`src/rtl/risc_controller.sv`:
```
// VeriRisc 8-phase instruction sequencer and control-strobe decoder.
// Optional retired-instruction counter enabled by `CTRL_INSTR_CNT_EN.
module risc_controller #(
  parameter int CNT_WIDTH = 16
) (
  input  logic       clk,
  input  logic       rst,
  input  logic       enab,
  input  logic [2:0] opcode,
  input  logic       zero,
  output logic       sel,
  output logic       rd,
  output logic       ld_ir,
  output logic       halt,
  output logic       inc_pc,
  output logic       ld_pc,
  output logic       ld_ac,
  output logic       wr,
  output logic       data_e
`ifdef CTRL_INSTR_CNT_EN
  ,
  output logic [CNT_WIDTH-1:0] instr_cnt
`endif
);

  typedef enum logic [2:0] {
    INST_ADDR,
    INST_FETCH,
    INST_LOAD,
    IDLE,
    OP_ADDR,
    OP_FETCH,
    ALU_OP,
    STORE
  } phase_e;

  typedef enum logic [2:0] {
    OP_HLT,
    OP_SKZ,
    OP_ADD,
    OP_AND,
    OP_XOR,
    OP_LDA,
    OP_STO,
    OP_JMP
  } op_e;

  phase_e phase_q, phase_d;
  logic   halted_q, halted_d;

  logic is_hlt, is_skz, is_sto, is_jmp;
  logic aluop;

  always_comb begin
    is_hlt = 1'b0;
    is_skz = 1'b0;
    is_sto = 1'b0;
    is_jmp = 1'b0;
    aluop  = 1'b0;
    unique case (1'b1)
      (opcode == OP_HLT): is_hlt = 1'b1;
      (opcode == OP_SKZ): is_skz = 1'b1;
      (opcode == OP_STO): is_sto = 1'b1;
      (opcode == OP_JMP): is_jmp = 1'b1;
      default:            aluop  = 1'b1;
    endcase
  end

  // Halting freezes the phase at OP_ADDR instead of advancing.
  always_comb begin
    phase_d  = phase_q;
    halted_d = halted_q;
    if (!halted_q && enab) begin
      if (phase_q == OP_ADDR && is_hlt) begin
        halted_d = 1'b1;
      end else begin
        phase_d = phase_e'(phase_q + 3'd1);
      end
    end
  end

  always_ff @(posedge clk or negedge rst) begin
    if (!rst) begin
      phase_q  <= INST_ADDR;
      halted_q <= 1'b0;
    end else begin
      phase_q  <= phase_d;
      halted_q <= halted_d;
    end
  end

  always_comb begin
    sel    = 1'b0;
    rd     = 1'b0;
    ld_ir  = 1'b0;
    halt   = 1'b0;
    inc_pc = 1'b0;
    ld_pc  = 1'b0;
    ld_ac  = 1'b0;
    wr     = 1'b0;
    data_e = 1'b0;
    unique case (phase_q)
      INST_ADDR: begin
        sel = 1'b1;
      end
      INST_FETCH: begin
        sel = 1'b1;
        rd  = 1'b1;
      end
      INST_LOAD, IDLE: begin
        sel   = 1'b1;
        rd    = 1'b1;
        ld_ir = 1'b1;
      end
      OP_ADDR: begin
        halt   = is_hlt;
        inc_pc = !is_hlt;
      end
      OP_FETCH: begin
        rd = aluop;
      end
      ALU_OP: begin
        rd     = aluop;
        inc_pc = is_skz && zero;
        ld_pc  = is_jmp;
      end
      STORE: begin
        rd     = aluop;
        ld_ac  = aluop;
        ld_pc  = is_jmp;
        wr     = is_sto;
        data_e = is_sto;
      end
    endcase
    // Stalls mask state-changing strobes; bus-facing ones stay put.
    if (halted_q) begin
      sel    = 1'b0;
      rd     = 1'b0;
      ld_ir  = 1'b0;
      halt   = 1'b1;
      inc_pc = 1'b0;
      ld_pc  = 1'b0;
      ld_ac  = 1'b0;
      wr     = 1'b0;
      data_e = 1'b0;
    end else if (!enab) begin
      ld_ir  = 1'b0;
      inc_pc = 1'b0;
      ld_pc  = 1'b0;
      ld_ac  = 1'b0;
      wr     = 1'b0;
    end
  end

`ifdef CTRL_INSTR_CNT_EN
  logic [CNT_WIDTH-1:0] cnt_q, cnt_d;

  always_comb begin
    cnt_d = cnt_q;
    if (enab && !halted_q && phase_q == STORE && cnt_q != '1) begin
      cnt_d = cnt_q + 1'b1;
    end
  end

  always_ff @(posedge clk or negedge rst) begin
    if (!rst) begin
      cnt_q <= '0;
    end else begin
      cnt_q <= cnt_d;
    end
  end

  assign instr_cnt = cnt_q;
`endif

endmodule

```
`config.mk`:
```
export PLATFORM = sky130hd
export DESIGN_NAME = risc_controller
export DESIGN_NICKNAME = d
export VERILOG_FILES = /design/src/rtl/risc_controller.sv
export SDC_FILE = /design/constraint.sdc
export NUM_CORES = 1
export LEC_CHECK = 0
export CORE_AREA = 2 2 39 41
export DETAILED_ROUTE_END_ITERATION = 8
export DIE_AREA = 0 0 41 43
export PLACE_DENSITY = 0.61
export SLEW_MARGIN = 20
export SYNTH_ARGS = -nofsm -noshare
export SYNTH_HDL_FRONTEND = slang
export SYNTH_SLANG_ARGS = --single-unit
export TNS_END_PERCENT = 20
```
`constraint.sdc`:
```
create_clock -name clk -period 2.7 [get_ports clk]
set_input_delay 0.27 -clock clk [delete_from_list [all_inputs] [get_ports clk]]
set_output_delay 0.27 -clock clk [all_outputs]
set_load 0.1 [all_outputs]
```
==> results by group, run 1 <==
Status
  – Outcome: complete, no violations

Placement
  – Port Buffer Count: 15
  – Gpl congestion: 0.655
  – Placed cell area: approximately 660 sq um
  – DP HPWL: between 700 and 800 um

STA
  – Worst clock skew: between 0.0005 and 0.0006 ns
  – Min Hold Slack: ~0.24 ns
  – Final Critical Period: around 2.1 ns
  – Peak Freq: approximately 480 MHz
  – Final Hold Viols: 0
  – Worst slew margin relative to its limit: between 70% and 80%
  – Worst Max-Slew Pin Slew: ~0.37 ns
  – RSZ-0062 raised after global routing: no
  – Slew Limit Fails: 0
  – Fin crit share: roughly 78%
  – Final setup fails: 0

Clocking
  – Clk Latency, worst-skew pair: ~0.22 ns
  – Post-CTS setup buffers: 0
  – H-tree depth: 1
  – TritonCTS Buffers: 3
  – Worst-path clk slew: 0.03 ns
  – CTS tree: done
  – Worst-case clock buffer depth: 2
  – Clock Sinks: 4
  – Hold buffer count at CTS: 0
  – Root buf cell: clkbuf_4
  – Post_cts resized: 0

Yosys
  – Synth warnings: 0
  – Synth Instances: 46
  – Synth unique cells: 26
  – Mapped cell area: ~420 sq um
  – Post-synth net total: 59
  – Number of synthesized register bits: 4
  – Post-synthesis sequential area ratio: roughly a quarter
  – Syn_area_per_cell: slightly above 9 sq um

Floorplanning
  – Die Span Y: roughly 43 um
  – Die area: ~1800 sq um
  – Initial Util: 30.2%
  – Core Region: approximately 1400 sq um
  – Die Wd: between 40 and 50 um
  – Rows: 14
  – Num ports: 16

Final layout
  – Multi-input gate area: ~320 sq um
  – P&R area growth vs syn: 62.3%
  – Final Cell Area: about 680 sq um
  – ANT cells: 0
  – Post-layout net count: between 70 and 80
  – Reg area: 100 sq um
  – Core Util, Final: between 40% and 50%
  – Fillers: roughly 140
  – Share of layout cells above drive strength 1: approximately a third

Routing
  – Final wirelength: approximately 900 um
  – DRT Pass-1 Iters: 4
  – DRT antenna net count: 0
  – Via count: 375
  – Detailed-route vias per instance: ~4.7
  – WL per Instance: 11.4 um
  – DRC viols: 0
  – Initial drt markers: 2

Hold path
  – Min-delay worst type: input port to async pin

Global route
  – Initial antenna violation count: 0
  – Global-route wire length before repair: ~1.4 mm
  – Number of global-route vias before repair: 348
  – Congestion Overflow GR: 0
  – Largest net degree at the start of global routing: 10
  – Gr usage total: between 10% and 20%

Critical path
  – Arr. time, crit path: between 1.5 and 2 ns
  – Critical path required time: 2.43 ns
  – Crit Path Class: flop to output port
  – Slowest stage delay, CP: approximately 0.41 ns
  – Nature of the critical path endpoint: output port
  – Crit start category: flop
  – CP Max Fanout: 5
  – Crit path cell chain: inv_1 -> ha_1 -> or3_1 -> a21oi_1 -> nor2_1 -> buf_4
  – Crit-path slowest cell: dfrtp_1

Flow run
  – Max Cap Viol: 0
[synth_stat cells, drive strengths merged]
| cell | count | share of area [%] |
|---|---|---|
| nor2 | 4 | 3.6 |
| a31oi | 2 | 3.0 |
| xor2 | 1 | 2.1 |
| nor3 | 2 | 3.6 |
| and3 | 1 | 1.5 |
| xnor2 | 1 | 2.1 |
| nor4 | 1 | 1.5 |
| inv | 4 | 3.6 |
| or3 | 1 | 1.5 |
| a31o | 1 | 4.2 |
| nor4b | 1 | 3.6 |
| buf | 1 | 1.2 |
| and2 | 1 | 1.5 |
| a21oi | 4 | 4.8 |
| dfrtp | 4 | 24 |
| nor2b | 1 | 1.5 |
| nand2b | 2 | 4.8 |
| nand3 | 1 | 1.2 |
| a41o | 1 | 2.4 |
| ha | 6 | 18 |
| mux2 | 2 | 6.3 |
| nand2 | 3 | 2.7 |
| o22ai | 1 | 1.5 |
[routing by layer]
metal,routed length (um),track usage [%],up-vias,part of all wire (%)
li1,-,-,197,-
met1,430,16.7,165,48
met2,405,16.6,13,45
met3,64,1.57,0,7.1
met4,0,8.00,0,0
met5,0,0,-,0
[flip-flops by register name (all words and copies together) (netlist names)]
register and flops:
halted_q 1, phase_q 3
[layout make-up]
class / instances / share of cell area [%]
Inverter: 4 / 2.21
Sequential cell: 4 / 14.8
Timing Repair Buffer: 15 / 29.9
Tap cell: 16 / 2.95
Multi-Input combinational cell: 37 / 46.9
Clock buffer: 3 / 3.32
[metrics by stage]
step | cells | setup TNS [ns] | setup WS (ns)
floorplan | 46 | -0.268 | -0.252
global placement | 76 | 0 | 0.729
detailed placement | 76 | 0 | 0.700
CTS | 79 | 0 | 0.600
global route | 79 | 0 | 0.527
finish | 79 | 0 | 0.604
[final timing paths]
path / startpoint / to / slack (ns) / cells past startpoint
min in group clk: phase_q[0] / phase_q[0] / 0.55 / 1
max reg2reg: phase_q[0] / phase_q[1] / 1.23 / 4
max in group asynchronous: rst / phase_q[2] / 2.30 / 1
max: phase_q[0] / sel / 0.60 / 6
min reg2reg: phase_q[0] / phase_q[0] / 0.55 / 1
min: rst / phase_q[1] / 0.24 / 1
[cell families after synthesis]
kind of cell | synth area share, %
buffers and inverters | 4.79
AOI/OAI and AO/OA | 15.9
adders and majority gates | 18.0
and+or+nand+nor | 26.9
xor gates and xnor gates | 4.19
DFF | 24.0
muxes | 6.29
[cell usage in the layout (no fill, tap or decap)]
| cell | count |
|---|---|
| a21oi_1 | 4 |
| a31o_4 | 1 |
| a31oi_1 | 2 |
| a41o_1 | 1 |
| and2_1 | 1 |
| and3_1 | 1 |
| buf_12 | 6 |
| buf_4 | 3 |
| clkbuf_4 | 3 |
| clkdlybuf4s50_1 | 6 |
| dfrtp_1 | 4 |
| ha_1 | 6 |
| inv_1 | 4 |
| mux2_2 | 1 |
| mux2_4 | 1 |
| nand2_1 | 3 |
| nand2b_1 | 1 |
| nand2b_4 | 1 |
| nand3_1 | 1 |
| nor2_1 | 4 |
| nor2b_1 | 1 |
| nor3_2 | 2 |
| nor4_2 | 1 |
| nor4b_4 | 1 |
| o22ai_1 | 1 |
| or3_1 | 1 |
| xnor2_1 | 1 |
| xor2_1 | 1 |
[critical path, delay by kind of cell (launching register included)]
kind | cells | cell delay [ns]
AOI/OAI and AO/OA | 1 | 0.15
adders and majority gates | 1 | 0.27
buffers and inverters | 2 | 0.34
DFF | 1 | 0.41
and+or+nand+nor | 2 | 0.43
Power of run 1 is not shown: default switching activity piles up to over one toggle a cycle in this logic, so the estimate is an artifact.
==> run 2: changes to the inputs <==
- PLACE_DENSITY: 0.61 -> 0.64
- clock period: 2.7 -> 1.7 ns (I/O delays scaled with it)
==> run 2 against run 1 <==
Compared with the run above: the run now ends with negative setup slack left; flip-flop and latch count unchanged; via count up 15%; final cell count up 10%; sequential share of layout area down 2.5 points; wire length up 15%; utilization up 11 points; worst hold slack worse by 0.11 ns; non-clock buffer count up 8; highest routed layer unchanged; critical path depth unchanged; largest cell class unchanged.
==> results by group, run 2 (same netlist as run 1, synthesis figures left out) <==
Clocking
  – CTS tree: done (unchanged)
  – TritonCTS Buffers: 3 (unchanged)
  – Clock Sinks: 4 (unchanged)
  – H-tree depth: 1 (unchanged)
  – Root buf cell: clkbuf_4 (unchanged)
  – Worst-case clock buffer depth: 2 (unchanged)
  – Hold buffer count at CTS: 0 (unchanged)
  – Worst-path clk slew: 0.04 ns (was 0.03 ns)
  – Clk Latency, worst-skew pair: 0.23 ns (was 0.22 ns)

STA
  – Final Hold Viols: 0 (unchanged)
  – Worst setup margin: -0.115 ns (was 0.604 ns)
  – Worst Max-Slew Pin Slew: 0.302 ns (was 0.372 ns)
  – Worst slew margin relative to its limit: 79.9% (was 75.1%)
  – Final Critical Period: 1.82 ns
  – Min Hold Slack: 0.135 ns (was 0.243 ns)
  – Worst clock skew: 0.00179 ns (was 0.000598 ns)
  – Slew Limit Fails: 0 (unchanged)
  – Final setup fails: 6 (was 0)
  – Peak Freq: around 550 MHz
  – RSZ-0062 raised after global routing: yes (was no)
  – Fin crit share: 107%

Critical path
  – R2R Setup Slk: 0.28 ns (was 1.23 ns)
  – Reg2reg end: phase_q[1] (unchanged)
  – R2R Path Start: phase_q[1] (was phase_q[0])
  – CP Max Fanout: 4 (was 5)
  – Crit start category: flop (unchanged)
  – Critical Path Source: phase_q[1] (was phase_q[0])
  – Nature of the critical path endpoint: output port (unchanged)
  – Crit Path Class: flop to output port (unchanged)
  – Worst setup path end: sel (unchanged)
  – Critical path required time: 1.53 ns (was 2.43 ns)
  – R2R depth: 5 (was 4)
  – Arr. time, crit path: 1.65 ns (was 1.83 ns)

Hold path
  – Min-delay worst type: input port to async pin (unchanged)

Final layout
  – P&R area growth vs syn: 100% (was 62.3%)
  – Reg area: 103 sq um (was 100 sq um)
  – Fillers: 121 (was 138)
  – Max reg flops: 3 (unchanged)
  – Most frequent cells in the layout: 9 x buf_12, 8 x buf_4, 6 x clkdlybuf4s50_1 (was 6 x ha_1, 6 x clkdlybuf4s50_1, 6 x buf_12)
  – ANT cells: 0 (unchanged)
  – Commonest non-fill, non-tap cell in the layout: buf_12
  – Share of layout cells above drive strength 1: 56.3% (was 31.7%)
  – Core Util, Final: 60.5% (was 49.0%)
  – Multi-input gate area: 377 sq um (was 318 sq um)
  – Largest Register: phase_q (unchanged)
  – Largest registers: phase_q (3), halted_q (1) (unchanged)
  – Post-layout net count: 86 (was 78)

Floorplanning
  – Die Span Y: 43 um (unchanged)
  – Core Region: 1380 sq um (unchanged)
  – Num ports: 16 (unchanged)
  – Initial Util: 30.2% (unchanged)
  – Die area: 1760 sq um (unchanged)
  – Rows: 14 (unchanged)
  – Die Wd: 41 um (unchanged)

Global route
  – Global-route wire length before repair: 1.64 mm (was 1.41 mm)
  – Largest net degree at the start of global routing: 10 (unchanged)
  – Number of global-route vias before repair: 376 (was 348)
  – Gr usage total: 14.2% (was 12.0%)
  – Initial antenna violation count: 0 (unchanged)
  – Congestion Overflow GR: 0 (unchanged)

Status
  – Outcome: finished with violations (was complete, no violations)
  – Violated checks: negative setup slack

Routing
  – Initial drt markers: 9 (was 2)
  – Final wirelength: 1.04 mm (was 900 um)
  – DRT antenna net count: 0 (unchanged)
  – Via count: 432 (was 375)
  – DRC viols: 0 (unchanged)
  – DRT Pass-1 Iters: 4 (unchanged)
  – Detailed-route vias per instance: 4.97 (was 4.75)
  – WL per Instance: 11.9 um (was 11.4 um)

Power
  – Total Power: 0.00168 W
  – LEAKAGE: around 0.35 nW
  – Max VDD drop: 1040 uV
  – Pwr/cell area: 2010 nW/um^2

Placement
  – DP HPWL: 787 um (was 706 um)
  – Gpl congestion: 0.706 (was 0.655)
  – Pre-CTS setup slack: 0.0175 ns (was 0.700 ns)
  – Port Buffer Count: 15 (unchanged)

Flow run
  – Max Cap Viol: 0 (unchanged)
[run 2: layout make-up]
type	count	area share (%)
timing repair buffer	23	35.9
sequential	4	12.3
clock buffer	3	2.69
multi-input combinational	37	45.0
inverter	4	1.79
tap	16	2.39
[run 2: worst max-delay path, cell delays in order, from the launching register on]
cell,delay (ns)
dfrtp_1,0.40
inv_2,0.08
ha_2,0.18
or3_4,0.36
a21oi_2,0.16
nor2_2,0.06
buf_12,0.18
[run 2: routing by layer]
metal / GRT usage, % / part of all wire, % / vias to the layer above
li1: - / - / 214
met1: 18.7 / 41 / 211
met2: 19.7 / 57 / 7
met3: 4.71 / 2.6 / 0
met4: 8.00 / 0 / 0
met5: 0 / 0 / -
[run 2: how the worst min path moves through the flow]
stage	startpoint	end	slack, ns
final	rst	phase_q[1]	0.13
after global routing	rst	phase_q[1]	0.13
after CTS	rst	phase_q[0]	0.13
after detailed placement	rst	halted_q	0.38
after global placement	rst	phase_q[0]	0.38
after floorplan	rst	halted_q	-0.13
[run 2: power by group]
part	leakage (nW)	internal [W]	switching, W	total [W]
Combinational	0.296	0.000564	0.000755	0.00132
Clock	0.0138	0.0000787	0.0000348	0.000113
Sequential	0.0444	0.000150	0.000102	0.000252
[run 2: metrics by stage]
stage               cell area, sq um  TNS (ns)  instances
floorplan                        449     -3.78         46
global placement                 749         0         82
detailed placement               749         0         82
CTS                              800    -0.487         87
global route                     837    -0.881         87
finish                           837    -0.311         87
[run 2: repair_timing]
item                       4_1_cts  5_1_grt
setup buffers                    2        0
setup endpoints to repair        7        9
pin swaps                        4        4
gates resized for setup          4       10
Power figures use the tool's default switching activity.
